===== config.mk =====
export PLATFORM = sky130hd
export DESIGN_NAME = quantized_maxpool2d
export DESIGN_NICKNAME = d
export VERILOG_FILES = /design/src/rtl/quant_pkg.sv /design/src/rtl/maxpool_line_buffer.sv /design/src/rtl/quantized_maxpool2d.sv
export SDC_FILE = /design/constraint.sdc
export NUM_CORES = 1
export LEC_CHECK = 0
export CORE_AREA = 2 2 103 130
export CTS_BUF_LIST = sky130_fd_sc_hd__clkbuf_16
export DETAILED_ROUTE_END_ITERATION = 12
export DIE_AREA = 0 0 105 132
export GPL_TIMING_DRIVEN = 0
export PLACE_DENSITY_LB_ADDON = 0.1
export RECOVER_POWER = 25
export SLEW_MARGIN = 15
export SYNTH_ARGS = -nofsm -noshare
export SYNTH_HDL_FRONTEND = slang
export SYNTH_SLANG_ARGS = --single-unit

===== constraint.sdc =====
create_clock -name clk_i -period 5.9 [get_ports clk_i]
set_input_delay 1.18 -clock clk_i [delete_from_list [all_inputs] [get_ports clk_i]]
set_output_delay 1.18 -clock clk_i [all_outputs]
set_load 0.02 [all_outputs]

===== src/rtl/quant_pkg.sv =====
// Shared types and constant helpers for the quantized max-pool stage.
// MAXPOOL_PAD_ADDR_EN selects the zero-padded next-layer frame for address sizing.
package quant_pkg;

  typedef enum logic [1:0] {
    ST_IDLE = 2'd0,
    ST_RUN  = 2'd1,
    ST_LAST = 2'd2,
    ST_DONE = 2'd3
  } mp_state_e;

  // Never returns less than 1 so every derived vector has a legal width.
  function automatic int clog2(input int n);
    int r;
    r = 1;
    while ((32'sd1 << r) < n) r = r + 1;
    return r;
  endfunction

  function automatic int out_dim(input int n);
    return n / 2;
  endfunction

  function automatic int addr_width(input int ch, input int h, input int w);
`ifdef MAXPOOL_PAD_ADDR_EN
    return clog2(ch * (out_dim(h) + 2) * (out_dim(w) + 2));
`else
    return clog2(ch * out_dim(h) * out_dim(w));
`endif
  endfunction

  function automatic logic [7:0] max_u8(input logic [7:0] a, input logic [7:0] b);
    return (a > b) ? a : b;
  endfunction

endpackage


===== src/rtl/maxpool_line_buffer.sv =====
// One-row buffer of horizontal maxima: one write port, one registered read port.
module maxpool_line_buffer #(
  parameter int DEPTH = 14,
  parameter int AW    = 4
) (
  input  logic          clk_i,
  input  logic          we_i,
  input  logic [AW-1:0] waddr_i,
  input  logic [7:0]    wdata_i,
  input  logic          re_i,
  input  logic [AW-1:0] raddr_i,
  output logic [7:0]    rdata_o
);

  logic [7:0] mem_q [DEPTH];
  logic [7:0] rdata_q;

  always_ff @(posedge clk_i) begin
    if (we_i) mem_q[waddr_i] <= wdata_i;
    if (re_i) rdata_q <= mem_q[raddr_i];
  end

  assign rdata_o = rdata_q;

endmodule


===== src/rtl/quantized_maxpool2d.sv =====
// 2x2 stride-2 uint8 max-pool over a channel-major raster stream, emitting write addresses.
// MAXPOOL_PAD_ADDR_EN: addresses target the interior of a zero-padded next-layer frame.
module quantized_maxpool2d
  import quant_pkg::*;
#(
  parameter  int CHANNELS  = 128,
  parameter  int IN_WIDTH  = 28,
  parameter  int IN_HEIGHT = 28,
  localparam int AW        = addr_width(CHANNELS, IN_HEIGHT, IN_WIDTH)
) (
  input  logic          clk_i,
  input  logic          rst_i,
  input  logic          start_i,
  input  logic [7:0]    in_data_i,
  input  logic          in_valid_i,
  output logic [7:0]    out_data_o,
  output logic          out_valid_o,
  output logic [AW-1:0] out_addr_o,
  output logic          busy_o,
  output logic          done_o,
  output logic          err_idle_o
);

  localparam int OUT_W = out_dim(IN_WIDTH);
  localparam int OUT_H = out_dim(IN_HEIGHT);
  localparam int CW    = clog2(IN_WIDTH);
  localparam int RW    = clog2(IN_HEIGHT);
  localparam int HW    = clog2(CHANNELS);
  localparam int LW    = clog2(OUT_W);

`ifdef MAXPOOL_PAD_ADDR_EN
  // Skip the right border plus the next row's left border; at channel end also skip the bottom
  // border row, the next channel's top border row and its left border cell.
  localparam logic [AW-1:0] ADDR_INIT = AW'(OUT_W + 3);
  localparam logic [AW-1:0] STEP_ROW  = AW'(3);
  localparam logic [AW-1:0] STEP_CH   = AW'(2 * OUT_W + 7);
`else
  localparam logic [AW-1:0] ADDR_INIT = '0;
`endif

  mp_state_e     state_q;
  logic [CW-1:0] col_q;
  logic [RW-1:0] row_q;
  logic [HW-1:0] ch_q;
  logic [7:0]    h_q;
  logic [AW-1:0] wa_q;
  logic [7:0]    out_data_q;
  logic          out_valid_q;
  logic [AW-1:0] out_addr_q;
  logic          busy_q;
  logic          done_q;
  logic          err_idle_q;

  logic          accept, col_last, row_last, ch_last, pool_px;
  logic          lb_we, lb_re, emit;
  logic [7:0]    hmax, lb_rdata;
  logic [LW-1:0] lb_addr;
  logic [AW-1:0] addr_step;

  always_comb begin
    accept    = (state_q == ST_RUN) && in_valid_i;
    col_last  = (int'(col_q) == IN_WIDTH - 1);
    row_last  = (int'(row_q) == IN_HEIGHT - 1);
    ch_last   = (int'(ch_q) == CHANNELS - 1);
    // Trailing odd column/row is counted but never pooled.
    pool_px   = (int'(col_q) < 2 * OUT_W) && (int'(row_q) < 2 * OUT_H);
    lb_addr   = LW'(col_q >> 1);
    hmax      = max_u8(h_q, in_data_i);
    lb_we     = accept && pool_px && col_q[0] && !row_q[0];
    lb_re     = accept && pool_px && !col_q[0] && row_q[0];
    emit      = accept && pool_px && col_q[0] && row_q[0];
`ifdef MAXPOOL_PAD_ADDR_EN
    addr_step = AW'(1);
    if (int'(col_q) == 2 * OUT_W - 1) begin
      addr_step = (int'(row_q) == 2 * OUT_H - 1) ? STEP_CH : STEP_ROW;
    end
`else
    addr_step = AW'(1);
`endif
  end

  maxpool_line_buffer #(
    .DEPTH (OUT_W),
    .AW    (LW)
  ) u_line_buffer (
    .clk_i   (clk_i),
    .we_i    (lb_we),
    .waddr_i (lb_addr),
    .wdata_i (hmax),
    .re_i    (lb_re),
    .raddr_i (lb_addr),
    .rdata_o (lb_rdata)
  );

  always_ff @(posedge clk_i) begin
    if (rst_i) begin
      state_q     <= ST_IDLE;
      col_q       <= '0;
      row_q       <= '0;
      ch_q        <= '0;
      h_q         <= '0;
      wa_q        <= '0;
      out_data_q  <= '0;
      out_valid_q <= 1'b0;
      out_addr_q  <= '0;
      busy_q      <= 1'b0;
      done_q      <= 1'b0;
      err_idle_q  <= 1'b0;
    end else begin
      out_valid_q <= 1'b0;
      done_q      <= 1'b0;
      case (state_q)
        ST_IDLE: begin
          if (start_i) begin
            state_q    <= ST_RUN;
            col_q      <= '0;
            row_q      <= '0;
            ch_q       <= '0;
            wa_q       <= ADDR_INIT;
            busy_q     <= 1'b1;
            err_idle_q <= 1'b0;
          end else if (in_valid_i) begin
            err_idle_q <= 1'b1;
          end
        end
        ST_RUN: begin
          if (accept) begin
            if (!col_q[0]) h_q <= in_data_i;
            if (emit) begin
              out_data_q  <= max_u8(lb_rdata, hmax);
              out_valid_q <= 1'b1;
              out_addr_q  <= wa_q;
              wa_q        <= wa_q + addr_step;
            end
            if (col_last) begin
              col_q <= '0;
              if (row_last) begin
                row_q <= '0;
                ch_q  <= ch_q + HW'(1);
              end else begin
                row_q <= row_q + RW'(1);
              end
            end else begin
              col_q <= col_q + CW'(1);
            end
            if (col_last && row_last && ch_last) begin
              state_q <= ST_LAST;
              busy_q  <= 1'b0;
            end
          end
        end
        ST_LAST: begin
          state_q <= ST_DONE;
          done_q  <= 1'b1;
        end
        ST_DONE: begin
          state_q <= ST_IDLE;
          if (in_valid_i) err_idle_q <= 1'b1;
        end
        default: state_q <= ST_IDLE;
      endcase
    end
  end

  assign out_data_o  = out_data_q;
  assign out_valid_o = out_valid_q;
  assign out_addr_o  = out_addr_q;
  assign busy_o      = busy_q;
  assign done_o      = done_q;
  assign err_idle_o  = err_idle_q;

endmodule


* Word-level counts from Yosys, hierarchy flattened
Memory sizes are Yosys's and may differ from the RTL's. A register that Yosys moved wholly into a read port is not among the register bits. Cells that the tools add are included.
Operators by class: bitwise gates (word level) 3, mux-type cells 34, equal/unequal tests 12, order comparisons 4, reduce and logical (&&, ||, !) cells 24, add/subtract/negate cells 4
Operators by type and width (count):
- two-way mux 15 bit | 3
- two-way mux 5 bit | 6
- one-hot mux 15 bit (2 select lines) | 1
- two-way mux 7 bit | 4
- one-hot mux 5 bit (2 select lines) | 2
- > comparator 8 bit | 2
- two-way mux 8 bit | 2
- adder 15 x 1 -> 15 bit, second input constant | 1
- one-hot mux 7 bit (2 select lines) | 1
- AND reduction 3 bit | 4
- AND reduction 4 bit | 3
- adder 5 x 1 -> 5 bit, second input constant | 2
- == test 5 x 4 -> 1 bit, second input constant | 2
- logical AND 1 bit | 10
- less-than comparator 5 bit, second input constant | 2
- inequality test 2 bit, second input constant | 5
- two-way mux 1 bit | 9
- one-hot mux 2 bit (4 select lines) | 1
- adder 7 x 1 -> 7 bit, second input constant | 1
- == test 7 x 1 -> 1 bit, second input constant | 1
- two-way mux 2 bit | 3
- AND reduction 5 bit | 1
- == test 2 bit, second input constant | 2
- one-hot mux 1 bit (2 select lines) | 2
- other kinds (7) | 11
Storage, ports and cells: register bits 69, memories 1, logic and storage cells 94, output and inout port bits 27, memory bits (writable) 112, bits of input ports 12
Memory list:
- u_line_buffer.mem_q | words 14, width 8, rd ports 1, clocked after memory_dff 1, wr ports 1, line maxpool_line_buffer.sv:15 | logic [7:0] mem_q [DEPTH];

* Depth between registers and ports, before layout
Gate-level depths: netlist (run 1).
depth after elaboration 8, mapped depth 16, mapped depth without buffers 15

* Hierarchy
Synthesis (run 1) repeated with hierarchy kept, for this count alone.
Second synthesis, totals: cells, all modules 607, area, all modules 8222.9 um2
Modules (own cells, without submodules):
- maxpool_line_buffer | times used 1, cells each 210, area an instance 4687.0 um2, sequential area each 3603.5 um2
- quantized_maxpool2d | times used 1, cells each 397, area an instance 3535.9 um2, sequential area each 1381.3 um2

* Worst setup path after synthesis (run 1)
Ideal clock, no wire load.
kind input to register, start point in in_data_i[1], end point reg out_data_q[0] (netlist: out_data_o[0]), setup time 82 ps, data required time 5818 ps, path buffers 1, cell stages on the path 16, slack 1883 ps, arrival time 3935 ps, cell sequence inv_1 > ha_1 > nor2b_1 > o211ai_1 > a21oi_1 > o32ai_4 > mux2i_1 > inv_1 > ha_1 > nor2b_1 > o211ai_1 > a21oi_1 > o22ai_1 > or3_1 > clkbuf_1 > o221ai_1
On the way: word-level cells in the longest chain between the ends 4
Ends and longest elaborated chain:
- start: declaration | line quantized_maxpool2d.sv:14 | input logic [7:0] in_data_i,
- > comparator 8 bit (*) | line quant_pkg.sv:33 | return (a > b) ? a : b;
- two-way mux 8 bit (*) | line quant_pkg.sv:33
- net hmax[0] | line quantized_maxpool2d.sv:56 | logic [7:0] hmax, lb_rdata;
- > comparator 8 bit | line quant_pkg.sv:33
- two-way mux 8 bit (*) | line quant_pkg.sv:33
- end signal: assignment | line quantized_maxpool2d.sv:130 | out_data_q <= max_u8(lb_rdata, hmax);
- end: declaration | line quantized_maxpool2d.sv:47 | logic [7:0] out_data_q;
The timed path passes the listed nets; every way through them passes the cells marked *. A chain may end at the register's enable or synchronous reset.

* Worst setup path after layout (run 1)
start point in in_data_i[1], end point reg out_data_q[3] (netlist: out_data_o[3])
On the way: word-level cells in the longest chain between the ends 4
Ends and longest elaborated chain (line):
- > comparator 8 bit | quant_pkg.sv:33
- two-way mux 8 bit | quant_pkg.sv:33
- net hmax[0] | quantized_maxpool2d.sv:56
- > comparator 8 bit | quant_pkg.sv:33
- two-way mux 8 bit | quant_pkg.sv:33
The timed path passes the listed nets, and every way through them passes these cells.

==> impl_metrics.py, run 1 <==
metrics = {
    "clock_tree": {
        "cts_tree": "built",
        "root_buffer": "clkbuf_16",
        "postCtsResizedCells": 0,
        "ctsHoldBuffers": 0,
        "h-tree-depth": 4,
        "cts_buffers": 17,
        "post-cts-setup-buffer-count": 0,
        "cts.sinks": 189,
        "clk_latency_ns": 0.44,
        "clockBufferDepth": 2,
        "cts.clk_slew.worst_paths_ns": 0.07,
    },
    "worst_setup_path": {
        "max_stage_delay_ns": 0.52,
        "cp.required_ns": 6.25,
        "crit_chain": "clkdlybuf4s50_1 > inv_1 > ha_1 > nor2b_1 > o211ai_1 > a21oi_1 > o32ai_4 > mux2i_1 > inv_1 > ha_1 > nor2b_1 > o211ai_1 > a21oi_1 > o22ai_1 > or3_1 > clkbuf_1 > o221ai_1",
        "reg2reg_to": "out_data_o[3]",
        "rrSetupSlack_ns": 2.13,
        "timing.critical_path.buf_inv": 4,
        "cp_data_arrival_time_ns": 5.09,
        "crit_path_end_kind": "flop",
        "cp_max_fo": 15,
        "cpLargestDelayFamily": "compound AO/OA/AOI/OAI gates",
        "cp-start-kind": "input port",
        "worst-setup-path-type": "input port to flop",
        "reg2reg_depth": 15,
        "r2r-start": "h_q[1]",
        "critPathSlowestCell": "o32ai_4",
    },
    "placement": {
        "portBuffers": 37,
        "pre_cts_slack_ns": 0.7010,
        "finalWeightedCongestion": 0.8491,
        "hpwl_um": 11870,
        "dp_cells": 788,
    },
    "yosys": {
        "synth.yosys.seq_area_share_pct": 62.45,
        "syn_inst": 583,
        "yosys_most_used_dff": "edfxtp_1",
        "yosysTopAreaCellShare_pct": 45.14,
        "synth.distinct_cells": 49,
        "synth_nets": 619,
        "synth_area_leaders": "edfxtp_1 (45%), dfxtp_1 (17%), mux4_2 (9.0%)",
        "async_flop_share_pct": 0,
        "synth.avg_cell_area_um2": 13.69,
        "synth-edff-count": 120,
        "ys_ff_latch": 189,
        "syn_area_mm2": 0.007983,
        "synth_warnings": 0,
        "synth_area_leader_cell": "edfxtp_1",
    },
    "sta": {
        "setup_viol_count_final": 0,
        "fin_skew_ns": 0.01140,
        "setup_tns_ns": 0,
        "rsz0062_at_grt": "false",
        "hold_viol": 0,
        "maxSlewViolCount": 0,
        "min_period_ns": 4.743,
        "worst_slew_pin_slew_ns": 0.9820,
        "hold-worst-slack_ns": 0.4750,
        "fmax_ghz": 0.2108,
        "worst_slack_ns": 1.157,
        "period_share_pct": 80.39,
        "maxSlewHeadroom_pct": 34.14,
    },
    "route": {
        "firstDrtPassIters": 6,
        "drc": 0,
        "routedWlPerCell_um": 20.35,
        "drt-initial-drc-count": 264,
        "viasPerCell": 6.041,
        "vias": 4954,
        "ant_nets": 0,
        "totalWireLength_um": 16690,
    },
    "die": {
        "fp.dieArea_mm2": 0.01386,
        "die-height_um": 132,
        "pin_count": 39,
        "fp.dieW_um": 105,
        "num_rows": 46,
        "initial_core_util_pct": 63.62,
        "coreArea_mm2": 0.01255,
    },
    "finish": {
        "seq_area_mm2": 0.004985,
        "layout-drive-gt1-share_pct": 12.88,
        "multi_input_area_mm2": 0.002771,
        "finalCoreUtilization_pct": 72.96,
        "layout.cells.most_common": "edfxtp_1",
        "area_growth_syn_to_layout_pct": 14.67,
        "stdcell_count": 820,
        "antenna-diode-count": 0,
        "fillCellCount": 852,
        "layout.nets": 675,
        "layout_common_cells": "edfxtp_1 (120), nor2_1 (73), dfxtp_1 (69)",
    },
    "global_routing": {
        "grt_pass1_wl_um": 26490,
        "grt_overflow_total": 0,
        "grt.total_usage_pct": 25.62,
        "antenna_found_initial": 0,
        "grt_max_degree": 19,
        "grt_pass1_vias": 5228,
    },
    "status": {
        "status": "finished clean",
    },
    "worst_hold_path": {
        "hold_path.class": "flop to flop",
        "min_to": "out_data_o[1]",
        "hold-path-cell-count": 2,
        "hp-start": "out_data_o[1]",
    },
    "run": {
        "maxCapViolCount": 0,
    },
    "power": {
        "total_leakage_power_nw": 3.410,
        "peakVddDrop_uv": 288.6,
        "power_density_mw_per_mm2": 329.9,
    },
}
[power breakdown]
group	leakage (nW)	switching, W	internal (W)	total, W
sequential	1.64	0.0000271	0.00145	0.00148
combinational	1.48	0.000268	0.000121	0.000389
clock	0.295	0.000512	0.000640	0.00115
[state kept, by name (all words and copies together), names as in the netlist, 2 cells and up]
name	count
ch_q	7
out_addr_o	15
out_data_o	8
state_q	2
h_q	8
col_q	5
u_line_buffer.rdata_o	8
row_q	5
wa_q	15
u_line_buffer.mem_q	112
[metal layers]
metal  GRT usage, %  vias to the layer above  part of all wire (%)
li1               -                     2286                     -
met1          27.54                     2465                    37
met2          47.40                      161                    56
met3          5.339                       42                   4.0
met4          12.44                        0                   2.7
met5              0                        -                     0
[cells in the mapped netlist (2+ instances only)]
library cell  number
edfxtp_1         120
nor2_1            73
dfxtp_1           69
mux4_2            32
inv_1             30
nand2_1           28
a21oi_1           24
ha_1              24
mux2i_1           24
nand3_1           15
nor3_1            15
xor2_1            15
clkbuf_1          13
nand4_1           11
mux2_2             9
o221ai_1           8
and3_1             7
buf_2              7
xnor2_1            6
nor2b_1            5
o21ai_0            5
buf_1              4
nand2b_1           4
a22oi_1            3
or3_1              3
a211oi_1           2
and2_1             2
nand4b_1           2
nor3b_1            2
o211ai_1           2
[layout make-up]
type / instances / area share, %
multi-input combinational: 339 / 30.28
tap: 168 / 2.296
clock buffer: 17 / 4.647
timing repair buffer: 37 / 4.046
sequential: 189 / 54.46
buffer: 25 / 1.093
clock inverter: 15 / 1.955
inverter: 30 / 1.230
[worst max-delay path by stage]
stage / startpoint / end / slack (ns) / cells past startpoint
after floorplan: in_data_i[1] / out_data_o[0] / 1.88 / 16
after global placement: in_data_i[1] / out_data_o[0] / 0.86 / 17
after detailed placement: in_data_i[1] / out_data_o[2] / 0.70 / 17
after CTS: in_data_i[1] / out_data_o[2] / 1.16 / 17
after global routing: in_data_i[1] / out_data_o[3] / 0.89 / 17
final: in_data_i[1] / out_data_o[3] / 1.16 / 17
[worst reg2reg max path, cell delays in order, from the launching register on]
cell      delay (ns)
dfxtp_1         0.33
ha_1            0.29
nor2b_1         0.13
o211ai_1        0.17
a21oi_1         0.12
o32ai_4         0.52
mux2i_1         0.32
inv_1           0.30
ha_1            0.29
nor2b_1         0.12
o211ai_1        0.09
a21oi_1         0.15
o22ai_1         0.11
or3_1           0.31
clkbuf_1        0.21
o221ai_1        0.23
[per-stage QoR]
stage	total power (W)	area, um2
2_1_floorplan	0.001789	7983
3_3_place_gp	0.001890	8563
3_5_place_dp	0.001913	8583
4_1_cts	0.003053	9188
5_1_grt	0.003137	9154
6_report	0.003020	9154
[logic make-up after synthesis]
group,count (synthesis),share of synthesized area [%]
DFF,189,62.45
and+or+nand+nor,173,10.42
muxes,65,13.31
adders and majority gates,24,3.762
buffers and inverters,55,2.743
AOI/OAI and AO/OA,56,5.016
xor gates and xnor gates,21,2.304
Note: power is estimated with default switching activity, not from simulation.
==> run 2, diff against run 1 <==
Settings changed: CORE_AREA 2 2 103 130 to 2 2 112 141, DIE_AREA 0 0 105 132 to 0 0 114 143.
Clock period 5.9 ns to 4.3 ns, I/O delays scaled along.
==> impl_metrics.py, run 2 (same netlist as run 1, synthesis figures left out) <==
metrics = {
    "finish": {
        "regMostFlops": "u_line_buffer.mem_q",
        "layout_common_cells": "edfxtp_1 (120), nor2_1 (73), dfxtp_1 (69)",
        "largest_register_ffs": 112,
        "fin_area_mm2": 0.009211,
        "stdcell_count": 838,
        "fillCellCount": 1148,
        "layout.nets": 679,
        "layout-drive-gt1-share_pct": 14.18,
        "antenna-diode-count": 0,
        "layout.cells.most_common": "edfxtp_1",
        "area_growth_syn_to_layout_pct": 15.39,
    },
    "power": {
        "clkPwrFrac_pct": 38.4,
        "peakVddDrop_uv": 371.3,
        "totalPowerFinal_w": 0.004160,
        "switchingPower_w": 0.001120,
        "total_leakage_power_nw": 3.401,
        "seqPwrFrac_pct": 48.7,
        "power_frac_comb_pct": 12.9,
        "switching_share_pct": 26.93,
        "p_int_w": 0.003040,
        "power_density_mw_per_mm2": 451.7,
    },
    "global_routing": {
        "grt_pass1_wl_um": 25900,
        "grt_max_degree": 19,
        "grt.total_usage_pct": 21.53,
        "antenna_found_initial": 0,
        "grt_pass1_vias": 4919,
        "grt_overflow_total": 0,
    },
    "worst_hold_path": {
        "hold_path.class": "flop to flop",
    },
    "placement": {
        "placed_cell_area_mm2": 0.008601,
        "dp_cells": 802,
        "portBuffers": 37,
        "hpwl_um": 11710,
        "finalWeightedCongestion": 0.8327,
    },
    "worst_setup_path": {
        "worst-setup-path-type": "input port to flop",
        "cp.required_ns": 4.66,
        "cp-start-kind": "input port",
        "crit_path_end_kind": "flop",
        "rrSetupSlack_ns": 0.71,
        "cp_max_fo": 8,
        "cp_data_arrival_time_ns": 4.40,
    },
    "clock_tree": {
        "cts_tree": "built",
        "clk_latency_ns": 0.44,
        "h-tree-depth": 4,
        "cts.clk_slew.worst_paths_ns": 0.07,
        "cts.sinks": 189,
        "clockBufferDepth": 2,
        "cts_buffers": 17,
        "ctsHoldBuffers": 0,
        "root_buffer": "clkbuf_16",
    },
    "sta": {
        "fin_skew_ns": 0.009980,
        "maxSlewHeadroom_pct": 34.31,
        "hold-worst-slack_ns": 0.4722,
        "worst_slew_pin_slew_ns": 0.9795,
        "setup_viol_count_final": 0,
        "min_period_ns": 4.046,
        "hold_viol": 0,
        "fmax_ghz": 0.2472,
        "period_share_pct": 94.08,
        "maxSlewViolCount": 0,
    },
    "route": {
        "routedWlPerCell_um": 19.57,
        "viasPerCell": 5.671,
        "ant_nets": 0,
        "firstDrtPassIters": 4,
        "drt-initial-drc-count": 266,
        "drc": 0,
        "vias": 4752,
        "totalWireLength_um": 16400,
    },
    "die": {
        "fp.dieArea_mm2": 0.01630,
        "fp.dieW_um": 114,
        "pin_count": 39,
        "coreArea_mm2": 0.01489,
        "initial_core_util_pct": 53.61,
        "num_rows": 50,
        "die-height_um": 143,
    },
    "run": {
        "maxCapViolCount": 0,
    },
    "status": {
        "status": "finished clean",
    },
}
run 2: cell types whose count changed in the layout (fill, tap and decap cells not counted), moves of 2 or more:
cell | before | now
buf_4 | 1 | 6
inv_8 | 3 | 1
mux2i_2 | 0 | 2
mux2i_1 | 24 | 22
inv_6 | 4 | 6
run 2: critical path: stages:
cell and delay (ns):
clkdlybuf4s50_1 0.51, inv_1 0.07, ha_1 0.31, nor2b_1 0.14, o211ai_1 0.20, a21oi_1 0.15, o32ai_4 0.29, buf_4 0.21
mux2i_1 0.39, ha_1 0.22, nand4_1 0.14, a21oi_1 0.19, o22ai_2 0.11, or3_4 0.40, o221ai_1 0.20
run 2: layout make-up:
class                      count  area [um2]  share of cell area [%]
timing repair buffer          42       407.9                   4.428
buffer                        24       96.34                   1.046
tap                          182       227.7                   2.472
inverter                      30       112.6                   1.222
multi-input combinational    339        2779                   30.17
sequential                   189        4985                   54.12
clock buffer                  17       425.4                   4.618
clock inverter                15       177.7                   1.929
run 2: per-stage QoR:
| step | utilization, % | setup WS, ns | TNS, ns |
|---|---|---|---|
| 6_report | 61.87 | 0.2544 | 0 |
| 5_1_grt | 61.87 | -0.01886 | -0.01886 |
| 4_1_cts | 62.02 | 0.03023 | 0 |
| 3_5_place_dp | 57.76 | -0.6022 | -4.576 |
| 3_3_place_gp | 57.63 | -0.4744 | -3.725 |
| 2_1_floorplan | - | 0.6027 | 0 |
run 2: metal layers:
| layer | global-route usage [%] | share of wire, % | vias up |
|---|---|---|---|
| li1 | - | - | 2284 |
| met1 | 24.70 | 40 | 2361 |
| met3 | 4.202 | 3.2 | 22 |
| met2 | 39.76 | 55 | 85 |
| met4 | 7.702 | 1.6 | 0 |
| met5 | 0 | 0 | - |
run 2: worst paths after layout:
| check | from | cells after the start | end |
|---|---|---|---|
| max | in_data_i[1] | 15 | out_data_o[1] |
| min | out_data_o[0] | 2 | out_data_o[0] |
| max reg2reg | col_q[1] | 5 | u_line_buffer.mem_q[7][7] |
| min reg2reg | out_data_o[0] | 2 | out_data_o[0] |
run 2: power groups by stage:
stage               logic (W)  registers (W)  clock network (W)
finish               0.000536        0.00203            0.00160
global route         0.000600        0.00203            0.00169
CTS                  0.000566        0.00203            0.00162
detailed placement   0.000556        0.00207                  0
global placement     0.000535        0.00207                  0
floorplan            0.000387        0.00207                  0
run 2: what timing repair did:
item	4_1_cts	5_1_grt
setup endpoints to repair	8	8
resized for setup	3	3
buffers inserted	3	2
pin swaps	1	0
